### src/rtl/ysyx_23060184_pipe_ctrl.sv
// Five-stage pipeline controller: stage occupancy, valid/ready handshakes,
// load-use bubbles, control-transfer squash and trap drain/commit sequencing.
`ifndef REG_LENGTH
`define REG_LENGTH 5
`endif

module ysyx_23060184_pipe_ctrl (
  input  logic                   clk,
  input  logic                   reset,
  input  logic                   Fvalid,
  input  logic [`REG_LENGTH-1:0] Rs1D,
  input  logic [`REG_LENGTH-1:0] Rs2D,
  input  logic [`REG_LENGTH-1:0] RdE,
  input  logic                   MemReadE,
  input  logic                   TakenE,
  input  logic                   EcallE,
  input  logic                   MretE,
  input  logic                   MemBusy,
  output logic                   Dready,
  output logic                   Dvalid,
  output logic                   Eready,
  output logic                   BubbleE,
  output logic                   Evalid,
  output logic                   Mready,
  output logic                   Mvalid,
  output logic                   FlushD,
  output logic                   RedirectF,
  output logic                   TrapCommit,
  output logic                   TrapIsMret,
  output logic [31:0]            LoadUseCnt
);

  localparam int unsigned REG_W = `REG_LENGTH;
  localparam int unsigned CNT_W = 32;

  typedef enum logic [1:0] {
    RUN    = 2'd0,
    DRAIN  = 2'd1,
    COMMIT = 2'd2
  } state_t;

  state_t state;
  logic   v_d, v_e, v_m, v_w;

  logic run, commit, trap_e, lu_haz;
  logic move_m, move_e, redir_b, issue, kill_d, lu_stall;

  // Hazard and handshake decode, all same-cycle from state and inputs.
  assign run     = (state == RUN);
  assign commit  = (state == COMMIT);
  assign trap_e  = v_e & (EcallE | MretE);
  assign lu_haz  = v_d & v_e & MemReadE & (RdE != REG_W'(0)) &
                   ((RdE == Rs1D) | (RdE == Rs2D));

  assign move_m  = v_m & ~MemBusy;
  assign Mvalid  = move_m;
  assign Mready  = ~v_m | move_m;

  assign move_e  = v_e & Mready & run & ~trap_e;
  assign Evalid  = move_e;
  assign Eready  = (~v_e | move_e) & run & ~trap_e;

  assign redir_b = move_e & TakenE;
  assign Dvalid  = v_d & ~lu_haz & ~redir_b & run & ~trap_e;
  assign issue   = Dvalid & Eready;
  assign BubbleE = Eready & ~issue;
  assign Dready  = run & ~trap_e & ~redir_b & (~v_d | issue);

  // A trap kills ID at detection; COMMIT also clears the trap instruction in EX.
  assign kill_d     = redir_b | (run & trap_e) | commit;
  assign FlushD     = kill_d;
  assign RedirectF  = redir_b | commit;
  assign TrapCommit = commit;
  assign lu_stall   = lu_haz & run & ~trap_e;

  // Occupancy bits, trap sequencer and stall counter.
  always_ff @(posedge clk) begin
    if (reset) begin
      v_d        <= 1'b0;
      v_e        <= 1'b0;
      v_m        <= 1'b0;
      v_w        <= 1'b0;
      state      <= RUN;
      TrapIsMret <= 1'b0;
      LoadUseCnt <= '0;
    end else begin
      v_w <= move_m;
      v_m <= move_e | (v_m & ~move_m);

      if (commit)       v_e <= 1'b0;
      else if (issue)   v_e <= 1'b1;
      else if (move_e)  v_e <= 1'b0;

      if (kill_d)                v_d <= 1'b0;
      else if (Fvalid & Dready)  v_d <= 1'b1;
      else if (issue)            v_d <= 1'b0;

      if (lu_stall) LoadUseCnt <= LoadUseCnt + CNT_W'(1);

      case (state)
        RUN: begin
          if (trap_e) begin
            state      <= DRAIN;
            TrapIsMret <= MretE;
          end
        end
        DRAIN: begin
          if (~v_m & ~v_w) state <= COMMIT;
        end
        COMMIT:  state <= RUN;
        default: state <= RUN;
      endcase
    end
  end

endmodule

### config.mk
export PLATFORM = sky130hd
export DESIGN_NAME = ysyx_23060184_pipe_ctrl
export DESIGN_NICKNAME = d
export VERILOG_FILES = /design/src/rtl/ysyx_23060184_pipe_ctrl.sv
export SDC_FILE = /design/constraint.sdc
export NUM_CORES = 1
export LEC_CHECK = 0
export BUFFER_PORTS_ARGS = -buffer_cell sky130_fd_sc_hd__buf_2
export CORE_MARGIN = 4
export CORE_UTILIZATION = 47
export CTS_CLUSTER_SIZE = 12
export DETAILED_ROUTE_END_ITERATION = 8
export GPL_TIMING_DRIVEN = 0
export PLACE_DENSITY = 0.84
export RECOVER_POWER = 100
export SETUP_SLACK_MARGIN = 0.2
export SYNTH_ARGS = -nofsm -noshare
export SYNTH_HDL_FRONTEND = slang
export SYNTH_SLANG_ARGS = --single-unit
### constraint.sdc
create_clock -name clk -period 1.8 [get_ports clk]
set_input_delay 0.27 -clock clk [delete_from_list [all_inputs] [get_ports clk]]
set_output_delay 0.27 -clock clk [all_outputs]
set_load 0.02 [all_outputs]
==> results by stage, run 1 <==
Worst hold path:
- The worst hold path begins at Fvalid.
- The worst hold path passes through 2 cells.
- The class of the most critical hold timing path is in2reg.
- The worst-case hold path end point is v_d.

Floorplanning:
- The floorplan step defined a core boundary enclosing around 4800 sq um.
- The initial cell density of the core is between 40 and 50%.
- The number of rows created at floorplan is 25.
- The vertical die dimension is roughly 80 um.
- The die covers roughly 6100 sq um.
- Pin placement for this block handled 66 I/O pins.
- The width of the chip is between 70 and 80 um.

Synth:
- The share of synthesized flip-flops with an asynchronous set or reset is 0%.
- By area the synthesized netlist is led by sky130_fd_sc_hd__dfxtp_1 34%, sky130_fd_sc_hd__or4_1 7.1%, sky130_fd_sc_hd__o31ai_1 6.4%.
- Of the synthesized area, sequential elements account for 33.5%.
- Counting every instance in the synthesized netlist gives roughly 280.
- The post-synthesis cell type count is 46.
- Counting flops and latches in the post-synthesis netlist gives 39.
- The primary flip-flop cell chosen by synthesis mapping is sky130_fd_sc_hd__dfxtp_1.
- The most frequently used cell type in the post-synthesis netlist is sky130_fd_sc_hd__dfxtp_1.
- A synthesized cell averages between 8 and 9 sq um.
- The mapped cell area is 2330 sq um.
- The area share of the leading cell type in the synthesized netlist is approximately a third.
- The total nets after synthesis is a little over 300.
- The Yosys step of the flow raised 0 warnings.
- Summed over all instances, the cell type with the most area after synthesis is sky130_fd_sc_hd__dfxtp_1.
- Counting flops with a built-in enable in the synthesized netlist gives 0.
- After synthesis, the most frequently instantiated cells are 39 x sky130_fd_sc_hd__dfxtp_1, 25 x sky130_fd_sc_hd__a21oi_1, 22 x sky130_fd_sc_hd__nor2_1, 22 x sky130_fd_sc_hd__or4_1, 20 x sky130_fd_sc_hd__o31ai_1.

Run status:
- The run finished, with violations left.
- The final reports fail on setup timing.

Clock network:
- The tree built by TritonCTS fans out to 39 sinks.
- The H-tree depth is 2.
- Clock tree synthesis selected as its root buffer the cell sky130_fd_sc_hd__clkbuf_8.
- TritonCTS built the clock tree.
- The clock reaches the later pin of the worst-skew pair after between 300 and 400 ps.
- After clock tree synthesis, the clock-pin slew on the worst setup and hold paths is 90 ps.
- The number of clock buffers inserted by TritonCTS is 5.
- The clock tree buffer depth is 2.

STA:
- Across all hold checks on the routed design, the worst slack comes to 222 ps.
- The final number of setup-violating endpoints is 36.
- The maximum clock frequency is 484 MHz.
- The final critical-path required period is approximately 2100 ps.
- For the final database, setup skew stands at roughly 14 ps.
- The worst pin sits at a relative slew slack of between 40 and 50%.
- The worst path uses 115% of the clock period.
- Once routing completed, OpenROAD measured the worst setup slack at -266 ps.
- The worst-margin pin slew is approximately 800 ps.
- The count of final max-slew check failures was 0.
- The final-report hold violation count is 0.
- Setup repair after global routing could not meet its margin everywhere.

Global routing:
- The number of antenna violations at the first check in global routing is 0.
- Entering global routing, the biggest net connects 13 pins.
- The overall routing resource usage is between 20 and 30%.
- The number of global-route vias before repair came to between 2000 and 3000.
- The total overflow reported by the global router is 0.
- The first global-routing pass estimated around 13000 um of wire.

Drt:
- The number of nets with antenna violations after detailed routing is 0.
- The total via count after detailed routing is about 3200.
- The first detailed-routing pass ran for 5 iterations.
- After detailed routing, the average wire length per cell comes to approximately 22 um.
- The via density per instance is about 6.6.
- The first routing iteration left 323 violations.
- In the routed design, unresolved DRC markers number 0.
- The routed wire length is around 11000 um.

Setup path:
- In this run the critical register-to-register path is captured at LoadUseCnt[27].
- The kind of launch point of the worst setup path is a flop.
- Walking the worst path, the cells encountered are nand4_1 -> buf_6 -> nor4_4 -> nand4_1 -> buf_4 -> o31ai_1 -> a21oi_1.
- The worst register-to-register path begins at LoadUseCnt[13].
- At the worst endpoint, the required time is 1980 ps.
- In this run the worst path has a maximum fanout of 4.
- The library cell contributing the largest single delay on the critical path is sky130_fd_sc_hd__nor4_4.
- At the worst endpoint, the arrival time is roughly 2200 ps.
- Among the stages of the critical path, the cell type that occurs most often is sky130_fd_sc_hd__nand4_1.
- The count of buffering cells on the critical path with inverters included is 2.
- The setup path with the least slack is of type reg2reg.
- For flop-to-flop paths, the worst setup slack is -270 ps.
- The critical path capture point type is a flop.
- For the worst flop-to-flop path, the logic depth is 7.
- The worst stage delay on the critical path is a little under 400 ps.
- Grouping stages by cell kind, the critical path spends the most delay in simple AND/OR/NAND/NOR gates.

Placement:
- Summed over all nets, the half-perimeter wirelength after detailed placement is between 5000 and 6000 um.
- The quantity of I/O buffers inserted on ports is 65.
- The number of placed instances with taps included is just over 400.
- The congestion estimate from routability-driven global placement came to between 0.8 and 0.9.
- The post-placement setup slack is -404 ps.

Finish:
- The net count of the finished layout is 434.
- Summing all flip-flop and latch instances after layout gives roughly 840 sq um.
- The count of fill cells added during filler insertion is 282.
- Of the cells placed in the final design, the portion with a size suffix greater than 1 is between 50% and 60%.
- Relative to the synthesized area, the layout overhead comes to 70.4%.
- The count of inserted antenna diode cells is 0.
- The finished layout holds roughly 480 standard cells, fillers aside.
- In the final layout, the multi-input gates occupy about 1900 sq um.
- Measured on the finished design, the core utilization comes to 83.5%.

Job:
- The number of violations of the max-capacitance limit is 0.

Pwr:
- In this run the power density over the cells is 674 nW/um^2.
- The leakage dissipation is approximately 1.5 nW.
- IR analysis of the VDD net gives a maximum drop of between 0.4 and 0.5 mV.
- Overall power consumption after layout is estimated at 2.68 mW.
## through the flow
step,instance area [sq um],setup TNS (ps)
6_report,3970,-4880
5_1_grt,3970,-6160
4_1_cts,3480,-1890
3_5_place_dp,2860,-7840
3_3_place_gp,2860,-6000
2_1_floorplan,2450,0
## worst max path at each step
stage                         from        endpoint  slack [ps]  depth (start not counted)
floorplan                   RdE[1]  LoadUseCnt[25]          50                          6
CTS                            v_e         BubbleE        -180                          7
global route        LoadUseCnt[15]  LoadUseCnt[27]        -270                          7
finish              LoadUseCnt[13]  LoadUseCnt[27]        -270                          7
global placement            RdE[3]          Dready        -300                          8
detailed placement          RdE[3]          Dready        -400                          8
## logic make-up after synthesis
family | synth area share (%)
and+or+nand+nor | 35.7
AOI/OAI and AO/OA | 17.7
DFF | 33.5
buffers and inverters | 4.46
xor gates and xnor gates | 3.76
muxes | 4.30
adders and majority gates | 0.537
## sequential cells by signal, indices dropped and copies added, names as in the netlist
| signal | count |
|---|---|
| v_d | 1 |
| v_e | 1 |
| TrapIsMret | 1 |
| v_w | 1 |
| state | 2 |
| v_m | 1 |
| LoadUseCnt | 32 |
## layer usage
metal | global-route usage, % | part of all wire [%] | vias to the layer above
met1 | 33.0 | 35 | 1497
met3 | 5.16 | 9.9 | 62
met2 | 46.3 | 50 | 255
met5 | 0 | 0 | -
met4 | 12.4 | 5.2 | 0
li1 | - | - | 1345
## timing repair
item                                    4_1_cts  5_1_grt
hold buffers                                  0        0
buffers inserted                             31       21
pin swaps                                    36       35
endpoints found under the setup margin       41       41
gates cloned                                  3        1
resized for setup                            63       75
## where the power goes
| group | leakage, nW | total, mW | switching, mW | internal, mW |
|---|---|---|---|---|
| Combinational | 1.12 | 1.03 | 0.525 | 0.507 |
| Clock | 0.0556 | 0.755 | 0.348 | 0.406 |
| Sequential | 0.329 | 0.889 | 0.0281 | 0.860 |
## placed cells by master, fill, tap and decap left out, drive strengths merged
cell type	count
o2111ai	1
nand3	13
and2	2
nand2	19
and4	1
or4	23
o41a	1
nor2b	13
mux2	8
or3	3
buf	93
o41ai	1
mux2i	1
clkinv	2
clkbuf	51
a2111oi	1
bufinv	1
nor3	14
ha	1
a21oi	25
nor4	6
o2111a	2
a31oi	1
dfxtp	39
o21a	2
o21ai	5
o31ai	20
a21o	1
nand4	18
nand2b	1
nor2	23
a211oi	1
and3	4
inv	3
a22oi	1
xor2	10
## layout make-up
| type | count | share of cell area (%) |
|---|---|---|
| Buffer | 18 | 3.88 |
| Clock buffer | 5 | 1.73 |
| Clock inverter | 3 | 0.977 |
| Inverter | 3 | 0.284 |
| Multi-Input combinational cell | 222 | 48.7 |
| Sequential cell | 39 | 21.2 |
| Tap cell | 67 | 2.11 |
| Timing Repair Buffer | 121 | 21.1 |
Note: power is estimated with default switching activity, not from simulation.
==> run 2: changes to the inputs <==
- SETUP_SLACK_MARGIN: 0.2 -> 0.5
- SLEW_MARGIN: default -> 10
==> run 2 against run 1 <==
  * The flow still finishes with violations (setup timing)
  * Setup slack improved by 46 ps
  * Global-route usage rose by 4.6 points
  * Sequential power rose by 2%
  * Cell area rose by 5.1%
  * Critical endpoint is now Dready
  * Largest cell class unchanged
==> results by stage, run 2 (synthesized netlist as in run 1, its figures left out) <==
Global routing:
- The first-pass GRT wire length is 15500 um.
- Entering global routing, the biggest net connects 13 pins.
- Global routing used around a third of the available tracks.
- The number of global-route vias before repair came to around 3200.
- The number of antenna violations at the first check in global routing is 0.
- Summed over all layers, the global routing overflow is 0.

Pwr:
- The clock share of power is 27.9%.
- After layout, the design draws a total of 2.82 mW.
- The leakage dissipation is 1.75 nW.
- In this run the power spent charging and discharging nets is about 1.0 mW.
- The share of total power dissipated in combinational logic is 40.0%.
- Power spread over the standard cell area amounts to a little under 700 nW/um^2.
- The design internal power is 1.81 mW.
- The peak supply drop is 0.587 mV.
- The proportion of total power due to net switching is between 30% and 40%.
- In this run, flip-flops and latches consume between 30% and 40% of the power.

Drt:
- The total via count after detailed routing is ~3400.
- The starting DRC count in detailed routing is roughly 450.
- The routed wire length is approximately 12000 um.
- For this run, design rule violations remaining after detail routing come to 0.
- In the routed layout, each cell is associated on average with a via count of between 6 and 7.
- After detailed routing, the average wire length per cell comes to ~25 um.
- The number of search-and-repair iterations in the first detailed-routing pass is 6.
- The count of nets left with antenna violations once routing finished came out at 0.

STA:
- The final-report hold violation count is 0.
- Clock skew on the completed layout was measured at 25.4 ps.
- After routing, the total negative slack on setup checks comes to -3920 ps.
- The worst-margin pin slew is 804 ps.
- Setup repair after global routing could not meet its margin everywhere.
- The count of final max-slew check failures was 0.
- For this run, the top clock speed supported by timing is roughly 500 MHz.
- Setup violations remaining at the end of the flow were counted as 37.
- The final critical-path share of the clock period is 112%.
- The final worst setup slack is -220 ps.
- The worst pin sits at a relative slew slack of a little under half.
- The routed design could run at a clock period as short as 2020 ps.

Floorplanning:
- In this run the vertical extent of the chip is slightly below 80 um.
- The die covers between 6000 and 7000 sq um.
- The die is between 70 and 80 um wide.
- 66 I/O pins were placed.
- The initial cell density of the core is 49.0%.
- The floorplan has 25 rows.
- The core region is ~4800 sq um.

Clock network:
- TritonCTS built the clock tree.
- The H-tree depth is 2.
- The clock tree buffer depth is 2.
- The CTS sink count is 39.
- The number of clock buffers inserted by TritonCTS is 5.
- The post-CTS clock slew at the launch and capture registers of the worst setup and hold paths is roughly 110 ps.
- For the worst-skew pair, the clock arrives at the later sink with an insertion delay of between 300 and 400 ps.
- The root buffer cell chosen for the clock tree is sky130_fd_sc_hd__clkbuf_8.

Placement:
- During placement, the flow inserted port buffers numbering 65.
- Summed over all nets, the half-perimeter wirelength after detailed placement is between 5000 and 6000 um.
- The congestion estimate from routability-driven global placement came to 0.862.

Setup path:
- For the worst setup path, the data required time is about 1500 ps.
- STA classifies the critical path endpoint as a primary output.
- STA puts the critical path data arrival time at about 1800 ps.
- The kind of launch point of the worst setup path is a flop.
- Along the worst path, the maximum fanout reaches 5.
- The critical setup path kind is reg2out.

Job:
- The number of violations of the max-capacitance limit is 0.

Finish:
- The proportion of layout cells with a drive suffix above 1 is 63.2%.
- The layout overhead on the synthesized area is 79.2%.
- In the final layout, the registers with the most flip-flops are LoadUseCnt x32, state x2.
- LoadUseCnt holds more flip-flops than any other register.
- The number of nets in the finished design is 447.
- The count of inserted antenna diode cells is 0.
- The area taken by flip-flops and latches is between 800 and 900 sq um.
- The register with the most flip-flops in the layout has 32 of them.
- In the layout the commonest cells are 53 x sky130_fd_sc_hd__buf_2, 53 x sky130_fd_sc_hd__buf_4, 30 x sky130_fd_sc_hd__buf_6.
- In the final layout, the multi-input gates occupy between 1500 and 2000 sq um.
- The count of fill cells added during filler insertion is approximately 230.

Worst hold path:
- The min-delay analysis places its worst path in the category in2reg.

Run status:
- The final reports fail on setup timing.
- The run finished, with violations left.
run 2: changes by cell type in the layout (fill, tap and decap cells not counted), sizes merged:
cell,previous run,this run
clkbuf,51,18
buf,93,139
run 2: metrics by stage:
step | area [sq um] | setup WS [ps] | cells | hold WS, ps | util [%]
3_3_place_gp | 2910 | -297 | 414 | 476 | 61.2
4_1_cts | 3710 | -129 | 471 | 240 | 78.0
5_1_grt | 4170 | -259 | 491 | 276 | 87.7
2_1_floorplan | 2500 | 46.3 | 282 | 414 | -
3_5_place_dp | 2910 | -330 | 414 | 481 | 61.2
6_report | 4170 | -220 | 491 | 263 | 87.7
run 2: timing repair:
| item | 4_1_cts | 5_1_grt |
|---|---|---|
| gates cloned | 2 | 1 |
| gates resized for setup | 79 | 78 |
| setup buffers | 47 | 19 |
| pin swaps | 46 | 29 |
| endpoints found under the setup margin | 44 | 47 |
| hold buffers | 0 | 0 |
run 2: layout make-up:
class | count | area share, %
clock buffer | 5 | 1.65
multi-input combinational | 222 | 47.3
buffer | 18 | 4.02
sequential | 39 | 20.2
inverter | 3 | 0.270
tap | 67 | 2.01
timing repair buffer | 134 | 23.6
clock inverter | 3 | 0.930
run 2: path summary, 6_finish.rpt:
| path | from | end | slack, ps | cells after the start |
|---|---|---|---|---|
| setup reg to reg | LoadUseCnt[7] | LoadUseCnt[28] | -190 | 7 |
| hold / removal | Fvalid | v_d | 260 | 2 |
| setup / recovery | v_e | Dready | -220 | 7 |
| hold reg to reg | LoadUseCnt[13] | LoadUseCnt[13] | 520 | 2 |
run 2: critical path: stages, from the launching register on:
cell and delay (ps):
sky130_fd_sc_hd__dfxtp_2 330, sky130_fd_sc_hd__buf_6 120, sky130_fd_sc_hd__o21a_4 130, sky130_fd_sc_hd__nand2b_4 160, sky130_fd_sc_hd__buf_6 130, sky130_fd_sc_hd__clkbuf_16 150, sky130_fd_sc_hd__a211oi_4 240, sky130_fd_sc_hd__buf_6 150
run 2: power groups by stage:
stage | clock (mW) | combinational [mW] | sequential, mW
after floorplan | 0 | 0.415 | 0.910
final | 0.785 | 1.13 | 0.903
after detailed placement | 0 | 0.594 | 0.912
after global routing | 0.823 | 1.15 | 0.904
after global placement | 0 | 0.582 | 0.911
after CTS | 0.732 | 0.836 | 0.892
run 2: routing by layer:
metal  vias to the layer above  global-route usage (%)  share of wire [%]
met5                         -                       0                  0
met4                         0                    17.7                7.2
met3                        97                    7.00                 11
met2                       345                    56.5                 47
met1                      1584                    34.9                 35
li1                       1360                       -                  -
